$ cat src/rtl/sccb_config_sequencer_pkg.sv
// Shared definitions for the SCCB configuration sequencer: ROM entry layout,
// opcodes and the sequencer state encoding.
package sccb_cfg_pkg;

    // ROM entry layout: [17:16] op, [15:8] register, [7:0] data
    localparam int ROM_W  = 18;
    localparam int OP_HI  = 17;
    localparam int OP_LO  = 16;
    localparam int REG_HI = 15;
    localparam int REG_LO = 8;
    localparam int DAT_HI = 7;
    localparam int DAT_LO = 0;

    localparam logic [1:0] OP_WRITE  = 2'b00;
    localparam logic [1:0] OP_VERIFY = 2'b01;
    localparam logic [1:0] OP_DELAY  = 2'b10;
    localparam logic [1:0] OP_END    = 2'b11;

    typedef enum logic [3:0] {
        S_IDLE,
        S_FETCH,
        S_DECODE,
        S_WR_ISSUE,
        S_WR_WAIT,
        S_RD_ISSUE,
        S_RD_WAIT,
        S_COMPARE,
        S_DELAY,
        S_NEXT,
        S_DONE,
        S_FAIL
    } state_t;

endpackage

$ cat src/rtl/sccb_config_sequencer_if.sv
// Byte-level SCCB master request/response bundle. The sequencer is the
// master side (it issues transactions); the SCCB engine is the slave side.
interface sccb_config_sequencer_if;
    logic       sccb_start;
    logic       sccb_rw;
    logic [7:0] sccb_dev_addr;
    logic [7:0] sccb_reg_addr;
    logic [7:0] sccb_wdata;
    logic       sccb_ready;
    logic [7:0] sccb_rdata;

    modport master (
        output sccb_start, sccb_rw, sccb_dev_addr, sccb_reg_addr, sccb_wdata,
        input  sccb_ready, sccb_rdata
    );

    modport slave (
        input  sccb_start, sccb_rw, sccb_dev_addr, sccb_reg_addr, sccb_wdata,
        output sccb_ready, sccb_rdata
    );
endinterface

$ cat src/rtl/sccb_config_sequencer_ms_delay_timer.sv
// Millisecond delay timer: a prescaler producing one tick per millisecond
// and a 16-bit down-counter of remaining milliseconds. busy stays high
// until the loaded count has run out; a load of 0 is never busy.
module ms_delay_timer #(
    parameter int CLK_FREQ = 25000000
) (
    input  logic        clk,
    input  logic        rst_n,
    input  logic        load,
    input  logic [15:0] ms,
    output logic        busy
);
    // Guard against clocks under 1 kHz and a zero-width prescaler at 1 cycle/ms
    localparam int TICK_CYC = (CLK_FREQ / 1000 > 0) ? CLK_FREQ / 1000 : 1;
    localparam int PW       = (TICK_CYC > 1) ? $clog2(TICK_CYC) : 1;

    logic [PW-1:0] presc;
    logic [15:0]   remain;

    // Prescaler restarts on every load so the first tick is a full millisecond
    always_ff @(posedge clk or negedge rst_n) begin
        if (!rst_n) begin
            presc  <= '0;
            remain <= '0;
        end else if (load) begin
            presc  <= '0;
            remain <= ms;
        end else if (remain != 16'd0) begin
            if (presc == PW'(TICK_CYC - 1)) begin
                presc  <= '0;
                remain <= remain - 16'd1;
            end else begin
                presc <= presc + 1'b1;
            end
        end
    end

    assign busy = (remain != 16'd0);

endmodule

$ cat src/rtl/sccb_config_sequencer.sv
// Camera configuration sequencer: walks a synchronous ROM of opcode entries
// and drives a byte-level SCCB master. Supports plain writes, writes with
// readback verify and bounded retry, millisecond delays and an END marker.
module sccb_config_sequencer
    import sccb_cfg_pkg::*;
#(
    parameter int         CLK_FREQ  = 25000000,
    parameter int         ROM_AW    = 8,
    parameter logic [7:0] DEV_ADDR  = 8'h42,
    parameter int         MAX_RETRY = 3
) (
    input  logic              clk,
    input  logic              rst_n,
    input  logic              start,
    output logic [ROM_AW-1:0] rom_addr,
    input  logic [ROM_W-1:0]  rom_data,
    sccb_config_sequencer_if.master sccb,
    output logic              busy,
    output logic              done,
    output logic              error,
    output logic [ROM_AW-1:0] err_addr
);
    localparam int RTW = (MAX_RETRY > 0) ? $clog2(MAX_RETRY + 1) : 1;

    state_t         state, state_nxt;
    logic [ROM_W-1:0] entry;
    logic [7:0]     rd_byte;
    logic [RTW-1:0] retry;
    logic           dly_busy;

    // FSM strobes into the datapath
    logic go, latch_entry, load_dly, issue, issue_rd, cap_rd;
    logic retry_inc, retry_clr, addr_inc, fail_set;

    assign sccb.sccb_dev_addr = DEV_ADDR;

    assign busy  = !(state inside {S_IDLE, S_DONE, S_FAIL});
    assign done  = (state == S_DONE) || (state == S_FAIL);
    assign error = (state == S_FAIL);

    ms_delay_timer #(.CLK_FREQ(CLK_FREQ)) u_dly (
        .clk   (clk),
        .rst_n (rst_n),
        .load  (load_dly),
        .ms    (rom_data[REG_HI:DAT_LO]),
        .busy  (dly_busy)
    );

    // State register
    always_ff @(posedge clk or negedge rst_n) begin
        if (!rst_n) state <= S_IDLE;
        else        state <= state_nxt;
    end

    // Next state and datapath strobes. sccb_start is high only in the first
    // wait cycle, so it doubles as the "ignore stale ready" flag.
    always_comb begin
        state_nxt   = state;
        go          = 1'b0;
        latch_entry = 1'b0;
        load_dly    = 1'b0;
        issue       = 1'b0;
        issue_rd    = 1'b0;
        cap_rd      = 1'b0;
        retry_inc   = 1'b0;
        retry_clr   = 1'b0;
        addr_inc    = 1'b0;
        fail_set    = 1'b0;
        case (state)
            S_IDLE, S_DONE, S_FAIL: begin
                if (start) begin
                    go        = 1'b1;
                    state_nxt = S_FETCH;
                end
            end
            S_FETCH: state_nxt = S_DECODE;
            S_DECODE: begin
                latch_entry = 1'b1;
                case (rom_data[OP_HI:OP_LO])
                    OP_WRITE, OP_VERIFY: state_nxt = S_WR_ISSUE;
                    OP_DELAY: begin
                        load_dly  = 1'b1;
                        state_nxt = S_DELAY;
                    end
                    default: state_nxt = S_DONE;
                endcase
            end
            S_WR_ISSUE: begin
                if (sccb.sccb_ready) begin
                    issue     = 1'b1;
                    state_nxt = S_WR_WAIT;
                end
            end
            S_WR_WAIT: begin
                if (!sccb.sccb_start && sccb.sccb_ready)
                    state_nxt = (entry[OP_HI:OP_LO] == OP_VERIFY) ? S_RD_ISSUE : S_NEXT;
            end
            S_RD_ISSUE: begin
                if (sccb.sccb_ready) begin
                    issue     = 1'b1;
                    issue_rd  = 1'b1;
                    state_nxt = S_RD_WAIT;
                end
            end
            S_RD_WAIT: begin
                if (!sccb.sccb_start && sccb.sccb_ready) begin
                    cap_rd    = 1'b1;
                    state_nxt = S_COMPARE;
                end
            end
            S_COMPARE: begin
                if (rd_byte == entry[DAT_HI:DAT_LO]) begin
                    retry_clr = 1'b1;
                    state_nxt = S_NEXT;
                end else if (retry < RTW'(MAX_RETRY)) begin
                    retry_inc = 1'b1;
                    state_nxt = S_WR_ISSUE;
                end else begin
                    fail_set  = 1'b1;
                    state_nxt = S_FAIL;
                end
            end
            S_DELAY: begin
                if (!dly_busy) state_nxt = S_NEXT;
            end
            S_NEXT: begin
                // Last ROM word acts as an implicit END; the address never wraps
                if (rom_addr == '1) begin
                    state_nxt = S_DONE;
                end else begin
                    addr_inc  = 1'b1;
                    state_nxt = S_FETCH;
                end
            end
            default: state_nxt = S_IDLE;
        endcase
    end

    // Datapath: ROM address, latched entry, SCCB request fields, retry, error address
    always_ff @(posedge clk or negedge rst_n) begin
        if (!rst_n) begin
            rom_addr           <= '0;
            entry              <= '0;
            rd_byte            <= '0;
            retry              <= '0;
            err_addr           <= '0;
            sccb.sccb_start    <= 1'b0;
            sccb.sccb_rw       <= 1'b0;
            sccb.sccb_reg_addr <= '0;
            sccb.sccb_wdata    <= '0;
        end else begin
            sccb.sccb_start <= issue;
            if (go) begin
                rom_addr <= '0;
                retry    <= '0;
            end else if (addr_inc) begin
                rom_addr <= rom_addr + 1'b1;
            end
            if (latch_entry) entry <= rom_data;
            // Request fields change only at a new pulse, so they hold through the transaction
            if (issue) begin
                sccb.sccb_rw       <= issue_rd;
                sccb.sccb_reg_addr <= entry[REG_HI:REG_LO];
                sccb.sccb_wdata    <= entry[DAT_HI:DAT_LO];
            end
            if (cap_rd)    rd_byte  <= sccb.sccb_rdata;
            if (retry_clr) retry    <= '0;
            if (retry_inc) retry    <= retry + 1'b1;
            if (fail_set)  err_addr <= rom_addr;
        end
    end

endmodule

$ cat src/flat_wrapper.sv
// flat-port wrapper written by rule: the top's interface ports become plain ports
module sccb_config_sequencer_flat import sccb_cfg_pkg::*;
#(
    parameter int         CLK_FREQ  = 25000000,
    parameter int         ROM_AW    = 8,
    parameter logic [7:0] DEV_ADDR  = 8'h42,
    parameter int         MAX_RETRY = 3
)
  (clk, rst_n, start, rom_addr, rom_data, busy, done, error, err_addr, sccb_sccb_start, sccb_sccb_rw, sccb_sccb_dev_addr, sccb_sccb_reg_addr, sccb_sccb_wdata, sccb_sccb_ready, sccb_sccb_rdata);
  sccb_config_sequencer_if sccb_i ();
  input  logic clk;
  input  logic rst_n;
  input  logic start;
  output logic [ROM_AW-1:0] rom_addr;
  input  logic [ROM_W-1:0] rom_data;
  output logic busy;
  output logic done;
  output logic error;
  output logic [ROM_AW-1:0] err_addr;
  output wire logic [$bits(sccb_i.sccb_start)-1:0] sccb_sccb_start;
  output wire logic [$bits(sccb_i.sccb_rw)-1:0] sccb_sccb_rw;
  output wire logic [$bits(sccb_i.sccb_dev_addr)-1:0] sccb_sccb_dev_addr;
  output wire logic [$bits(sccb_i.sccb_reg_addr)-1:0] sccb_sccb_reg_addr;
  output wire logic [$bits(sccb_i.sccb_wdata)-1:0] sccb_sccb_wdata;
  input wire logic [$bits(sccb_i.sccb_ready)-1:0] sccb_sccb_ready;
  input wire logic [$bits(sccb_i.sccb_rdata)-1:0] sccb_sccb_rdata;
  assign sccb_sccb_start = sccb_i.sccb_start;
  assign sccb_sccb_rw = sccb_i.sccb_rw;
  assign sccb_sccb_dev_addr = sccb_i.sccb_dev_addr;
  assign sccb_sccb_reg_addr = sccb_i.sccb_reg_addr;
  assign sccb_sccb_wdata = sccb_i.sccb_wdata;
  assign sccb_i.sccb_ready = sccb_sccb_ready;
  assign sccb_i.sccb_rdata = sccb_sccb_rdata;
  sccb_config_sequencer #(.CLK_FREQ(CLK_FREQ), .ROM_AW(ROM_AW), .DEV_ADDR(DEV_ADDR), .MAX_RETRY(MAX_RETRY)) u_core (.clk(clk), .rst_n(rst_n), .start(start), .rom_addr(rom_addr), .rom_data(rom_data), .sccb(sccb_i), .busy(busy), .done(done), .error(error), .err_addr(err_addr));
endmodule
$ cat config.mk
export PLATFORM = sky130hd
export DESIGN_NAME = sccb_config_sequencer_flat
export DESIGN_NICKNAME = d
export VERILOG_FILES = /design/src/rtl/sccb_config_sequencer_pkg.sv /design/src/rtl/sccb_config_sequencer_if.sv /design/src/rtl/sccb_config_sequencer_ms_delay_timer.sv /design/src/rtl/sccb_config_sequencer.sv /design/src/flat_wrapper.sv
export SDC_FILE = /design/constraint.sdc
export NUM_CORES = 1
export LEC_CHECK = 0
export ABC_AREA = 1
export BUFFER_PORTS_ARGS = -buffer_cell sky130_fd_sc_hd__clkbuf_2
export CORE_AREA = 2 2 152 154
export CTS_CLUSTER_DIAMETER = 80
export DETAILED_ROUTE_END_ITERATION = 8
export DIE_AREA = 0 0 154 156
export GPL_ROUTABILITY_DRIVEN = 0
export PLACE_DENSITY = 0.47
export SETUP_SLACK_MARGIN = 0.4
export SKIP_LAST_GASP = 1
export SLEW_MARGIN = 0
export SYNTH_ARGS = -nofsm -noshare
export SYNTH_HDL_FRONTEND = slang
export SYNTH_SLANG_ARGS = --single-unit
$ cat constraint.sdc
create_clock -name clk -period 2 [get_ports clk]
set_input_delay 0.5 -clock clk [delete_from_list [all_inputs] [get_ports clk]]
set_output_delay 0.5 -clock clk [all_outputs]
set_load 0.1 [all_outputs]
After elaboration in Yosys (flattened, before gate mapping):

Cells that the tools add are included.

* input bits: 30
* register bits: 97
* output and inout port bits: 45
* logic and storage cells: 100

* eq/ne operators: 23
* add/sub/neg operators: 4
* muxes and demuxes: 43
* $lt $le $gt $ge: 1
* reductions and logical operators: 17

Operators with widths (number)
* 16-bit two-way mux: 3
* 15-bit two-way mux: 3
* 4-bit two-way mux: 10
* 4-bit case mux with 10 select lines: 1
* 1-bit two-way mux: 20
* 4-bit by 3-bit == test with 1-bit output, second input constant: 4
* 4-bit == test, second input constant: 4
* 8-bit two-way mux: 2
* 16-bit nonzero test: 1
* 16-bit by 1-bit subtractor with 16-bit output, second input constant: 1
* 15-bit by 1-bit adder with 15-bit output, second input constant: 1
* 15-bit == test, second input constant: 1
* 8-bit by 1-bit adder with 8-bit output, second input constant: 1
* 4-bit by 2-bit == test with 1-bit output, second input constant: 2
* 8-bit == test: 1
* 8-bit == test, second input constant: 1
* 2-bit != test, second input constant: 4
* 4-bit case mux with 2 select lines: 1
* 2-bit two-way mux: 3
* 6-bit AND reduction: 1
* 2-bit nonzero test: 3
* 3-bit nonzero test: 2
* 2-bit by 1-bit == test with 1-bit output, second input constant: 2
* 4-bit by 1-bit == test with 1-bit output, second input constant: 1
* other kinds (12): 15

Logic depth before layout (Yosys ltp):

Gate-level depths: netlist (run 1).

* word-level depth: 6
* mapped depth: 12
* depth with buffers taken out: 11

Cells and area by module:

A second synthesis (run 1) with hierarchy kept.

* cell total of the unflattened synthesis: 730
* area, all modules: 5416.4 um2

Modules (own cells, without submodules)
* sccb_config_sequencer: area each 3184.3 um2, sequential area each 1651.6 um2, cells each 373, times used 1
* ms_delay_timer: area each 2232.1 um2, sequential area each 775.7 um2, cells each 357, times used 1

Worst setup path after synthesis (run 1):

Ideal clock, no wire load.

* path type: reg-to-output
* start point: reg u_core.state[2]
* end point: out done
* slack: -0.372 ns
* stages on the path, launching flop included: 4
* required time: 1.500 ns
* path buffers: 0
* arrival time: 1.872 ns
* cells stage by stage: dfrtp_1 > inv_2 > nand2_1 > nor2_1

* longest elaborated chain between the ends: 2
* elaborated cells on any way between the ends: 3
* classes of those cells: 2 x eq/ne; 1 x reduce/logical

Ends and longest elaborated chain
* from (decl): line sccb_config_sequencer.sv:25 `state_t state, state_nxt;`
* from (signal assigned): line sccb_config_sequencer.sv:52 `else state <= state_nxt;`
* 4-bit == test: line sccb_config_sequencer.sv:38 `assign done = (state == S_DONE) || (state == S_FAIL);`
* 1-bit logical OR (*): line sccb_config_sequencer.sv:38
* to (decl): line flat_wrapper.sv:17 `output logic done;`

Mark *: on every way between the ends. The rest lies on a longest branch, timed or not.

Final worst setup path (run 1):

* start point: reg u_core.state[2]
* end point: out error

* longest elaborated chain between the ends: 1

Ends and longest elaborated chain
* 4-bit == test: line sccb_config_sequencer.sv:39 `assign error = (state == S_FAIL);`
* to (decl): line flat_wrapper.sv:18 `output logic error;`

No other way between the ends.

==> run metrics, run 1 <==
placed cells=around 1.0k; Internal=around 0.0057 W; # H-tree levels=3; post-synthesis cell type count=36; CTS tree=done; Lkg Pwr=3.66 nW; root buffer cell=clkbuf_16; total gr overflow=0; Final setup viols=0; max-cap violation count=0; Final Max Tran Viols=0; die area=approximately 24000 sq um; Yosys reg bits=97; Layout Nets=between 800 and 900; sequential area share after synthesis=45.7%; Top FF cell, synth=dfrtp_1; Worst-Skew Late Latency=350 ps; Finished Layout Cells=1123; Routed Antenna Nets=0; most common cell after layout, fill and taps aside=nand2_1; status=finished clean; GRT Util Overall=12.5%; initial antenna violation count=0; Die W=154 microns; initial drt markers=241; endpoints failing hold=0; Post-synth ARST share=100%; number of synthesized flops with an enable pin=0; Starting Density=23.8%; RSZ-0062 raised after global routing=yes; Worst Setup Path Type=flip-flop to output port; Sw Ratio=48.1%; fmax=527 MHz; Worst VDD drop=658 uV; top cells by area, synth=dfrtp_1 (46%), nand2_1 (16%), o21ai_0 (6.6%); HP Class=primary input to async pin; first-pass GRT wire length=24100 microns; Comb power frac=54.0%; Seq pwr share=30.0%; # DRC=0; vias per cell=4.50; clk buf depth=2; Final Skew=12.0 ps; Setup crit end kind=output port; Diodes inserted=0; Area growth, synth to finish=44.4%; largest net degree at the start of global routing=54; CTS buffer count=9; CTS clk-pin slew, worst paths=70 ps; CP max FO=5; clock share of power=16.0%; clk sinks=97; Worst Path Required=1500 ps; Syn Std Cell Area=5310 sq um; core area=22400 sq um; synth warn=0; total number of vias=5051; fin area=7670 sq um; Tcrit/Tclk final=95.0%; area of placed instances=6110 sq um; share of cells above drive strength 1=36.0%; Worst Setup Start Kind=flip-flop; area leader, netlist=dfrtp_1; cells on worst reg2reg path=7; Synth Instances=702; hold buffer count at cts=0; vias in the first global route=4746; DP HPWL=10400 microns; # port buffers=66; Worst Path Arrival=around 1400 ps; # rows=55; sw power=roughly 0.0053 W; die height=156 microns; Synth top area share=45.7%; min Tclk post-route=1900 ps; Pwr Density=1440 nW/um^2; synthesized area per cell=between 7 and 8 sq um; router iterations before antenna repair=5; Routed WL=15800 microns; average wire per standard cell=between 10 and 15 microns; most frequent cells in the layout=nand2_1 (196), dfrtp_1 (82), inv_1 (66); io pins=75; Setup TNS=0 ps
registers in the layout, summed over array words and instances, names as in the netlist:
| register | cells |
|---|---|
| u_core.state | 4 |
| u_core.u_dly.presc | 15 |
| u_core.rd_byte | 8 |
| u_core.sccb.sccb_rw | 1 |
| u_core.sccb.sccb_reg_addr | 8 |
| u_core.entry | 18 |
| u_core.err_addr | 8 |
| u_core.sccb.sccb_start | 1 |
| u_core.rom_addr | 8 |
| u_core.sccb.sccb_wdata | 8 |
| u_core.u_dly.remain | 16 |
| u_core.retry | 2 |
kinds of logic after synthesis:
family / Yosys count / share of synthesized area (%)
DFF: 97 / 45.7
muxes: 3 / 0.848
and+or+nand+nor: 377 / 30.9
other: 2 / 0.141
xor gates and xnor gates: 14 / 2.31
buffers and inverters: 108 / 9.32
AOI/OAI and AO/OA: 96 / 9.63
adders and majority gates: 5 / 1.18
layout make-up:
| cell class | count | area, sq um |
|---|---|---|
| clock buffer | 11 | 253 |
| multi-input combinational | 504 | 2940 |
| timing repair inverter | 1 | 7.51 |
| fill | 2279 | 14700 |
| inverter | 80 | 312 |
| sequential | 97 | 2450 |
| tap | 285 | 357 |
| timing repair buffer | 140 | 1310 |
| clock inverter | 5 | 45.0 |
path summary, 6_finish.rpt:
kind	slack (ps)	end	from
min in group clk	390	u_core.entry[4]	rom_data[4]
min reg2reg	480	u_core.sccb.sccb_reg_addr[2]	u_core.entry[10]
max in group asynchronous	1560	u_core.rom_addr[1]	rst_n
max reg2reg	260	u_core.rd_byte[4]	u_core.state[2]
min	130	u_core.u_dly.remain[8]	rst_n
max	100	error	u_core.state[2]
Yosys cell counts (2+ instances only):
cell type,count
or2_1,2
nand2_1,224
conb_1,2
ha_1,5
buf_2,9
nor2_1,55
inv_1,73
o21ai_2,5
o2111ai_1,2
o22ai_1,2
nor3_1,10
inv_2,6
nand3_1,36
xor2_1,9
buf_6,4
nand2_2,7
nor2_2,7
nor2_4,4
a21oi_1,15
buf_4,13
xnor2_1,5
dfrtp_1,97
mux2_4,3
nand3_2,2
clkbuf_1,2
o21ai_0,70
nand4_1,24
per-layer routing:
metal | GRT usage [%] | wire length [microns]
met1 | 15.8 | 6970
met2 | 21.5 | 7880
met3 | 2.33 | 593
met4 | 4.14 | 325
met5 | 0 | 0
power by group through the flow:
| stage | Clock [W] | Sequential (W) | Combinational (W) |
|---|---|---|---|
| after floorplan | 0 | 0.00430 | 0.00251 |
| after global placement | 0 | 0.00327 | 0.00462 |
| after detailed placement | 0 | 0.00326 | 0.00464 |
| after CTS | 0.00182 | 0.00324 | 0.00520 |
| after global routing | 0.00191 | 0.00340 | 0.00649 |
| final | 0.00177 | 0.00331 | 0.00596 |
repair_timing:
| item | CTS | global route |
|---|---|---|
| pin swaps | 18 | 40 |
| setup buffers | 22 | 28 |
| cloned | 1 | 7 |
| endpoints found under the setup margin | 89 | 79 |
| gates resized for setup | 96 | 136 |
critical path, cell delays in order (launching register included):
cell	delay (ps)
dfrtp_2	440
inv_2	80
nand2_4	60
buf_6	140
nor2_4	130
buf_12	180
through the flow:
step | utilization [%] | total power, W | hold slack (ps) | setup slack, ps
2_1_floorplan | - | 0.00681 | 204 | 396
4_1_cts | 31.0 | 0.0103 | 139 | 98.2
3_3_place_gp | 27.3 | 0.00789 | 463 | 232
3_5_place_dp | 27.3 | 0.00789 | 465 | 210
6_report | 34.3 | 0.0110 | 126 | 101
5_1_grt | 34.3 | 0.0118 | 142 | 56.5
Note: power is estimated with default switching activity, not from simulation.
==> run 2: changes to the inputs <==
PLACE_DENSITY = 0.4   (was 0.47)
==> run metrics, run 2 (synthesis results as in run 1) <==
core area=22400 sq um; Area growth, synth to finish=40.9%; Setup crit end kind=output port; initial antenna violation count=0; io pins=75; total gr overflow=0; root buffer cell=clkbuf_16; Lkg Pwr=3.60 nW; clk sinks=97; Setup TNS=0 ps; Pwr Density=1450 nW/um^2; Final setup viols=0; CTS buffer count=9; fmax=about 530 MHz; Worst Setup Start Kind=flip-flop; Worst Path Arrival=1380 ps; min Tclk post-route=~1900 ps; Tcrit/Tclk final=93.8%; Diodes inserted=0; share of cells above drive strength 1=33.5%; # port buffers=66; PnR worst setup slack=124 ps; Routed Antenna Nets=0; cells on worst reg2reg path=9; Biggest register=u_core.entry; Finished Layout Cells=1102; Starting Density=23.8%; # H-tree levels=3; Final Skew=13.3 ps; RR Startpoint=u_core.state[3]; Routed WL=between 15000 and 20000 microns; GRT Util Overall=13.0%; die height=between 150 and 200 microns; Worst Setup Path Type=flip-flop to output port; Worst VDD drop=529 uV; RSZ-0062 raised after global routing=yes; max-cap violation count=0; registers with the most flip-flops=u_core.entry (18), u_core.u_dly.remain (16), u_core.u_dly.presc (15); # DRC=0; Worst Path Required=1500 ps; Largest register FFs=18; FF-to-FF setup slack=290 ps; CP max FO=5; vias in the first global route=~4.6k; total number of vias=4817; status=finished clean; area of placed instances=6140 sq um; router iterations before antenna repair=4; Worst-Skew Late Latency=360 ps; reg2reg end=u_core.u_dly.remain[8]; endpoints failing hold=0; CTS clk-pin slew, worst paths=70 ps; initial drt markers=206; DP HPWL=11000 microns; Layout Nets=847; Design Power=0.0109 W; die area=between 20000 and 25000 sq um; vias per cell=4.37; first-pass GRT wire length=24700 microns; most common cell after layout, fill and taps aside=nand2_1; Placement Setup Slack=roughly 210 ps; Final Max Tran Viols=0; worst setup path end=busy; HP Class=primary input to async pin; placed cells=1055; Die W=about 150 microns; largest net degree at the start of global routing=44; most frequent cells in the layout=nand2_1 (201), dfrtp_1 (84), inv_1 (67); average wire per standard cell=~14 microns; hold buffer count at cts=0; fin area=7490 sq um; # rows=55; clk buf depth=2; Critical path origin=u_core.state[3]; CTS tree=done
run 2: area by class of cell:
type	count	area, sq um
Multi-Input combinational cell	503	2910
Timing Repair Buffer	120	1140
Sequential cell	97	2450
Timing Repair inverter	1	7.51
Tap cell	285	357
Clock buffer	9	225
Inverter	80	317
Fill cell	2347	14900
Clock inverter	7	81.3
run 2: routing by layer:
| metal | up-vias | global-route usage [%] | part of all wire [%] |
|---|---|---|---|
| met2 | 79 | 20.2 | 46 |
| met1 | 2266 | 18.6 | 49 |
| met5 | - | 0 | 0 |
| met4 | 0 | 4.67 | 1.6 |
| li1 | 2460 | - | - |
| met3 | 12 | 1.75 | 3.1 |
run 2: worst min path at each step:
stage,endpoint,slack (ps),cells past startpoint,startpoint
after floorplan,u_core.entry[0],200,0,rst_n
after global placement,u_core.entry[16],440,1,rst_n
after detailed placement,u_core.entry[16],440,1,rst_n
after CTS,u_core.retry[0],60,1,rst_n
after global routing,u_core.state[3],60,1,rst_n
final,u_core.state[3],50,1,rst_n
run 2: critical path: stages, from the launching register on:
cell and delay [ps]:
dfrtp_2 470, nor2_4 150, nand2_2 80, o21ai_4 80, inv_4 70, buf_12 160
run 2: power breakdown:
group          switching, W  internal, W
sequential         0.000591      0.00267
combinational       0.00384      0.00195
clock              0.000927     0.000894
run 2: timing repair:
item                       4_1_cts  5_1_grt
pin swaps                       14       23
cloned                           1        4
setup endpoints to repair       95       80
resized for setup              102      125
buffers inserted                17        9
run 2: per-stage QoR:
stage               hold slack (ps)  utilization (%)
global placement                439             27.5
CTS                            56.0             31.0
detailed placement              445             27.5
global route                   64.6             33.5
finish                         47.3             33.5
floorplan                       204                -
